<file path="src/rtl/rr_arbiter4.sv">
// Four-requester round-robin arbiter with a per-ownership hold limit.
// Grant, grant index and timeout pulse are all registered outputs.
module rr_arbiter4 #(
  parameter int unsigned MAX_HOLD = 8
) (
  input  logic       clk,
  input  logic       rst_n,
  input  logic [3:0] req,
  output logic [3:0] gnt,
  output logic [1:0] gnt_id,
  output logic       gnt_valid,
  output logic       timeout
);

  typedef enum logic {
    IDLE  = 1'b0,
    GRANT = 1'b1
  } state_t;

  localparam logic [7:0] MAX_HOLD_C = 8'(MAX_HOLD);

  state_t     state_q;
  logic [1:0] ptr_q;
  logic [1:0] gnt_id_q;
  logic [3:0] gnt_q;
  logic [7:0] hold_cnt_q;
  logic       timeout_q;

  logic [3:0] cand_d;
  logic       win_vld_d;
  logic [1:0] win_id_d;
  logic       owner_req_d;
  logic       at_limit_d;

  // Returns {found, index} of the first set bit scanning start, start+1, ... mod 4.
  function automatic logic [2:0] rr_pick(input logic [3:0] cand, input logic [1:0] start);
    logic [2:0] res;
    logic [1:0] idx;
    res = 3'b000;
    for (int k = 3; k >= 0; k--) begin
      idx = start + 2'(k);
      if (cand[idx]) res = {1'b1, idx};
    end
    return res;
  endfunction

  function automatic logic [3:0] onehot(input logic [1:0] idx);
    return 4'b0001 << idx;
  endfunction

  // The current owner is excluded from the search so release and limit both hand off.
  always_comb begin
    cand_d      = req;
    if (state_q == GRANT) cand_d = req & ~onehot(gnt_id_q);
    {win_vld_d, win_id_d} = rr_pick(cand_d, ptr_q);
    owner_req_d = req[gnt_id_q];
    at_limit_d  = (hold_cnt_q >= MAX_HOLD_C);
  end

  always_ff @(posedge clk or negedge rst_n) begin
    if (!rst_n) begin
      state_q    <= IDLE;
      ptr_q      <= 2'd0;
      gnt_id_q   <= 2'd0;
      gnt_q      <= 4'b0000;
      hold_cnt_q <= 8'd0;
      timeout_q  <= 1'b0;
    end else begin
      timeout_q <= 1'b0;
      case (state_q)
        IDLE: begin
          if (win_vld_d) begin
            state_q    <= GRANT;
            gnt_q      <= onehot(win_id_d);
            gnt_id_q   <= win_id_d;
            ptr_q      <= win_id_d + 2'd1;
            hold_cnt_q <= 8'd1;
          end
        end
        GRANT: begin
          if (owner_req_d && !at_limit_d) begin
            hold_cnt_q <= hold_cnt_q + 8'd1;
          end else if (win_vld_d) begin
            // Release has precedence over the limit, so timeout only on a forced handoff.
            gnt_q      <= onehot(win_id_d);
            gnt_id_q   <= win_id_d;
            ptr_q      <= win_id_d + 2'd1;
            hold_cnt_q <= 8'd1;
            timeout_q  <= owner_req_d;
          end else if (owner_req_d) begin
            hold_cnt_q <= 8'd1;
          end else begin
            state_q    <= IDLE;
            gnt_q      <= 4'b0000;
            hold_cnt_q <= 8'd0;
          end
        end
        default: state_q <= IDLE;
      endcase
    end
  end

  assign gnt       = gnt_q;
  assign gnt_id    = gnt_id_q;
  assign gnt_valid = (state_q == GRANT);
  assign timeout   = timeout_q;

endmodule

</file>
<file path="config.mk">
export PLATFORM = sky130hd
export DESIGN_NAME = rr_arbiter4
export DESIGN_NICKNAME = d
export VERILOG_FILES = /design/src/rtl/rr_arbiter4.sv
export SDC_FILE = /design/constraint.sdc
export NUM_CORES = 1
export LEC_CHECK = 0
export BUFFER_PORTS_ARGS = -buffer_cell sky130_fd_sc_hd__buf_4
export CORE_UTILIZATION = 45
export DETAILED_ROUTE_END_ITERATION = 16
export HOLD_SLACK_MARGIN = 0.15
export PLACE_DENSITY = 0.67
export SYNTH_ARGS = -nofsm -noshare
export SYNTH_HDL_FRONTEND = slang
export SYNTH_SLANG_ARGS = --single-unit
</file>
<file path="constraint.sdc">
create_clock -name clk -period 1.88 [get_ports clk]
set_clock_uncertainty 0.1 [all_clocks]
set_input_delay 0.188 -clock clk [delete_from_list [all_inputs] [get_ports clk]]
set_output_delay 0.188 -clock clk [all_outputs]
set_load 0.1 [all_outputs]
</file>
; ---- Yosys cells after proc, flatten, opt, wreduce, memory -nomap -nowiden
; Cells that the tools add are included.
; W data, S select, Z words.
[classes]
n_eq_ne = 3
bitwise = 3
add_sub_neg = 5
order_cmp = 6
n_mux = 39
shift = 2
reduce_logical = 3
[op_table]
columns = operator, count
row1 = $mux W4, 5
row2 = $mux W8, 2
row3 = $pmux W8 S2, 1
row4 = $lt A2 B3 Y1 const B, 5
row5 = $mux W1, 14
row6 = $mux W3, 4
row7 = $bmux W1 S2, 5
row8 = $add A8 B1 Y8 const B, 1
row9 = $ge A8 B4 Y1 const B, 1
row10 = $mux W2, 4
row11 = $pmux W2 S2, 2
row12 = $pmux W4 S2, 1
row13 = $shl A1 B2 Y4 const A, 2
row14 = $add A2 B1 Y2 const B, 2
row15 = $add A2 B2 Y2 const B, 2
row16 = $and A4 B4 Y4, 1
row17 = $ne A2 B2 Y1 const B, 2
row18 = $not A4 Y4, 1
row19 = $ne A3 B3 Y1 const B, 1
row20 = $reduce_and A3 Y1, 1
row21 = $pmux W1 S2, 1
row22 = $logic_and A1 B1 Y1, 1
row23 = $logic_not A1 Y1, 1
row24 = $not A1 Y1, 1
[totals]
inputBits = 6
ff_bits = 18
out_inout_bits = 8
wordCells = 67

; ---- Logic depth before layout (Yosys ltp)
[logic_depth]
ltp_word = 14
mapped_depth = 8
mapped_depth_nobuf = 7

; ---- Least setup slack after synthesis
; OpenSTA, ideal clock, no wires.
[synth_timing]
kind = reg-to-reg
startpoint = register state_q, in the netlist gnt_valid
endpoint = register ptr_q[1]
required_ns = 1.655
arrival_time_ns = 2.537
path_buffers = 1
path_stages_with_launch = 7
setup_slack_ns = -0.882
period_less_slack_ns = 2.762
cell_sequence = dfrtp_1 clkbuf_4 and3b_2 o22ai_1 a311oi_1 ha_1 mux2_2
[synth_via]
elab_chain_len = 11
word_cells_on_any_way = 19
cone_classes = add/sub (1) / eq/ne (1) / mux (16) / bitwise (1)
[synth_lines]
columns = item, line
row1 = "start, declared", 22  ; state_t state_q;
row2 = "start signal, assigned", 62  ; state_q <= IDLE;
row3 = "start signal, assigned", 73  ; state_q <= GRANT;
row4 = "start signal, assigned", 93  ; state_q <= IDLE;
row5 = $mux W4 *, 54  ; if (state_q == GRANT) cand_d = req & ~onehot(gnt_id_q);
row6 = $bmux W1 S2, 42  ; if (cand[idx]) res = {1'b1, idx};
row7 = $mux W1 (not written as such), 42
row8 = $mux W3 (3 in a row), 42
row9 = $mux W3 *, 42
row10 = net win_id_d[1], 31  ; logic [1:0] win_id_d;
row11 = $add A2 B1 Y2 *, "76, 87"
row12 = $mux W2 *, "72, 83"
row13 = $mux W2, 81  ; if (owner_req_d && !at_limit_d) begin
row14 = $pmux W2 S2 *, 70  ; case (state_q)
row15 = "end signal, assigned", 76  ; ptr_q <= win_id_d + 2'd1;
row16 = "end signal, assigned", 87  ; ptr_q <= win_id_d + 2'd1;
row17 = "end, declared", 23  ; logic [1:0] ptr_q;
; The timed path passes the listed nets; every way through them passes the cells marked *. The select of a mux whose other input is x is not followed.
; A chain may end at the register's enable or synchronous reset.

; ---- Worst setup path in the final report
[layout_timing]
startpoint = register gnt_id_q[1], in the netlist gnt_id[1]
endpoint = register ptr_q[1]
[layout_via]
elab_chain_len = 14
word_cells_on_any_way = 24
cone_classes = add/sub (1) / eq/ne (1) / shift (1) / mux (18) / bitwise (2) / reduce/logical (1)
[layout_lines]
columns = item, line
row1 = "start, declared", 24  ; logic [1:0] gnt_id_q;
row2 = "start signal, assigned", 75  ; gnt_id_q <= win_id_d;
row3 = "start signal, assigned", 86  ; gnt_id_q <= win_id_d;
row4 = $shl A1 B2 Y4 *, 48  ; return 4'b0001 << idx;
row5 = $not A4 Y4 *, 54
row6 = $and A4 B4 Y4 *, 54
row7 = $mux W4 *, 54
row8 = $bmux W1 S2, 42
row9 = $mux W1 (not written as such), 42
row10 = $mux W3 (3 in a row), 42
row11 = $mux W3 *, 42
row12 = net win_id_d[0], 31
row13 = $add A2 B1 Y2 *, "76, 87"
row14 = $mux W2 *, "72, 83"
row15 = $mux W2, 81
row16 = $pmux W2 S2 *, 70
; Marks and branches as above.

==> impl_metrics.py <==
metrics = {
    "setup_path": {
        "rrSetupSlack_ns": -0.12,
        "cp.required_ns": 1.97,
        "crit_type": "reg -> reg",
        "endpoint_kind": "register",
        "r2r_cells": 6,
        "crit_arrival_ns": 2.09,
        "slowest_delay_ns": 0.53,
        "cp-start-kind": "register",
        "r2r_end": "ptr_q[1]",
        "worstPathCellList": "nor3b_4 -> buf_4 -> a2bb2oi_2 -> o211a_1 -> ha_1 -> mux2_2",
        "worst_path_max_delay_cell": "dfrtp_4",
        "critPathLaunch": "gnt_id[1]",
        "r2r-start": "gnt_id[1]",
        "cp_max_fo": 6,
    },
    "floorplanning": {
        "initial_core_util_pct": 49.8,
        "dieWidth_um": 52.4,
        "core-area_um2": 2300,
        "dieArea_um2": 2750,
        "pin_count": 14,
        "die-height_um": 52.4,
        "placementRows": 17,
    },
    "clocking": {
        "worstSkewPairLatency_ns": 0.30,
        "path_clk_slew_ns": 0.10,
        "cts_sinks": 18,
        "cts_buffer_depth": 2,
        "cts-root-buf": "clkbuf_4",
        "cts_tree": "yes",
        "cts-buffers-inserted": 3,
        "cts_max_level": 1,
    },
    "global_route": {
        "antenna_found_initial": 0,
        "grt_pass1_vias": 925,
        "grt_pass1_wl_um": 3810,
        "grt.overflow.total": 0,
        "grt_start_max_net_pins": 19,
        "grt_use_total_pct": 19.2,
    },
    "power_and_ir_drop": {
        "seqPwrFrac_pct": 23.0,
        "ir_drop_mv": 1.12,
        "powerDensity_nw_per_um2": 1830,
        "power_frac_comb_pct": 68.6,
        "clock_power_share_pct": 8.4,
        "switching_power_mw": 1.34,
        "p_leak_nw": 0.709,
        "p_int_mw": 1.47,
        "swShare_pct": 47.6,
    },
    "detailed_routing": {
        "viasPerCell": 5.59,
        "drtIter0Drc": 17,
        "num_vias": 939,
        "wire_per_inst_um": 14.1,
        "ant_nets": 0,
        "route.detailed.drc": 0,
        "drt_wl_total_um": 2360,
        "first_pass_iters": 4,
    },
    "sta": {
        "relSlewSlack_pct": 80.6,
        "setup_viol": 13,
        "max_clock_freq_mhz": 501,
        "layout_setup_ws_ns": -0.116,
        "min_period_ns": 2.00,
        "finalCritPeriodShare_pct": 106,
        "rsz0062_at_grt": "yes",
        "slew_violations": 0,
        "worst_pin_slew_ns": 0.286,
        "hold_viol": 0,
        "fin_tns_setup_ns": -0.825,
    },
    "synth": {
        "syn_area_um2": 1140,
        "synth.area.top_cells": "dfrtp_1 39%, ha_1 6.6%, mux2_2 4.9%",
        "synth.ff_latch_count": 18,
        "synth_largest_area_cell": "dfrtp_1",
        "syn-mean-instance-area_um2": 10.7,
        "netlist_instances": 107,
        "synth_cell_types": 42,
        "yosys_warnings": 0,
        "synth_top_area_share_pct": 39.3,
        "syn_nets": 119,
        "ys_seq_area_share_pct": 39.3,
    },
    "final_layout": {
        "antenna_cells": 0,
        "final_common_cell": "buf_4",
        "drive_gt1_share_pct": 47.9,
        "multi_input_area_um2": 712,
        "syn_to_final_growth_pct": 34.3,
        "fin_util_pct": 66.9,
        "fillCellCount": 183,
        "regArea_um2": 459,
        "nets": 153,
        "final_cell_mix": "25 x buf_4, 15 x dfrtp_1, 9 x nand2_1",
    },
    "outcome": {
        "violations": "setup timing",
        "status": "finished with violations",
    },
    "placed_design": {
        "dp_hpwl_um": 1760,
        "place.gp.congestion": 0.799,
        "port_buffers": 13,
        "dpl_worst_slack_ns": -0.0692,
    },
    "job": {
        "drv_cap": 0,
    },
    "min_path": {
        "min_path_type": "in -> async",
    },
}
## timing repair
action,CTS,global route
pin swaps,1,6
cloned,0,0
hold endpoints to repair,18,0
setup endpoints to repair,7,13
gates resized for setup,0,19
hold buffers,1,0
buffers inserted,0,4
## power groups by stage
stage          clock (mW)  sequential, mW  combinational (mW)
2_1_floorplan           0            1.05               0.892
3_3_place_gp            0           0.652                1.71
3_5_place_dp            0           0.660                1.73
4_1_cts             0.247           0.653                1.74
5_1_grt             0.255           0.669                2.07
6_report            0.235           0.647                1.93
## through the flow
stage / power [mW] / std cells / hold slack, ns / area [um2]
2_1_floorplan: 1.94 / 107 / -0.208 / 1190
3_3_place_gp: 2.37 / 159 / -0.0353 / 1400
3_5_place_dp: 2.39 / 159 / -0.0320 / 1400
4_1_cts: 2.64 / 164 / 0.175 / 1440
5_1_grt: 2.99 / 168 / 0.210 / 1540
6_report: 2.81 / 168 / 0.186 / 1540
## cells by family after synthesis
group	count (synthesis)	share of synthesized area, %
muxes	9	10.3
adders and majority gates	6	6.56
DFF	18	39.3
and+or+nand+nor	33	17.0
AOI/OAI and AO/OA	28	21.5
buffers and inverters	13	5.25
## cells in the mapped netlist
cell type and n:
dfrtp_1 18, inv_1 11, nand2_1 9, ha_1 6
mux2_2 5, o22ai_1 5, and2_1 4, a22oi_1 3
nand2b_1 3, nor2_1 3, nor3_1 3, a22o_1 2
a2bb2oi_1 2, and3_1 2, mux2i_1 2, o2111ai_1 2
o22a_1 2, a21o_1 1, a221o_1 1, a311oi_1 1
a41oi_1 1, and3b_1 1, and3b_2 1, buf_6 1
clkbuf_4 1, mux2_4 1, mux4_1 1, nand3_1 1
nand3b_1 1, nor2b_1 1, nor3b_2 1, nor4b_1 1
o211a_1 1, o211ai_1 1, o21ai_0 1, o221a_2 1
o22a_4 1, o22ai_4 1, o31ai_1 1, o32ai_1 1
or3_4 1, or3b_2 1
## worst max-delay path by stage
stage / end / cells after the start
after floorplan: ptr_q[1] / 6
after global placement: ptr_q[1] / 5
after detailed placement: ptr_q[1] / 5
after CTS: ptr_q[1] / 5
after global routing: ptr_q[1] / 6
final: ptr_q[1] / 6
## area by class of cell
type / instances / area share (%)
Tap cell: 28 / 2.28
Multi-Input combinational cell: 76 / 46.3
Timing Repair Buffer: 31 / 16.5
Inverter: 11 / 2.69
Clock buffer: 4 / 2.36
Sequential cell: 18 / 29.9
## per-layer routing
metal | vias to the layer above | track usage, % | routed length (um)
met5 | - | 0 | 0
met4 | 0 | 10.5 | 53
met3 | 5 | 1.74 | 52
met2 | 16 | 31.9 | 1130
met1 | 452 | 24.4 | 1130
li1 | 466 | - | -
## worst max-delay path: cells and delay by family (launching register included)
kind	cells	cell delay [ns]
DFF	1	0.53
adders and majority gates	1	0.24
AOI/OAI and AO/OA	2	0.34
buffers and inverters	1	0.16
and+or+nand+nor	1	0.27
muxes	1	0.25
## sequential cells by signal, indices dropped and copies added, names as in the netlist
signal and cells:
gnt 4, gnt_id 2, gnt_valid 1, hold_cnt_q 8
ptr_q 2, timeout 1
Note: power is estimated with default switching activity, not from simulation.
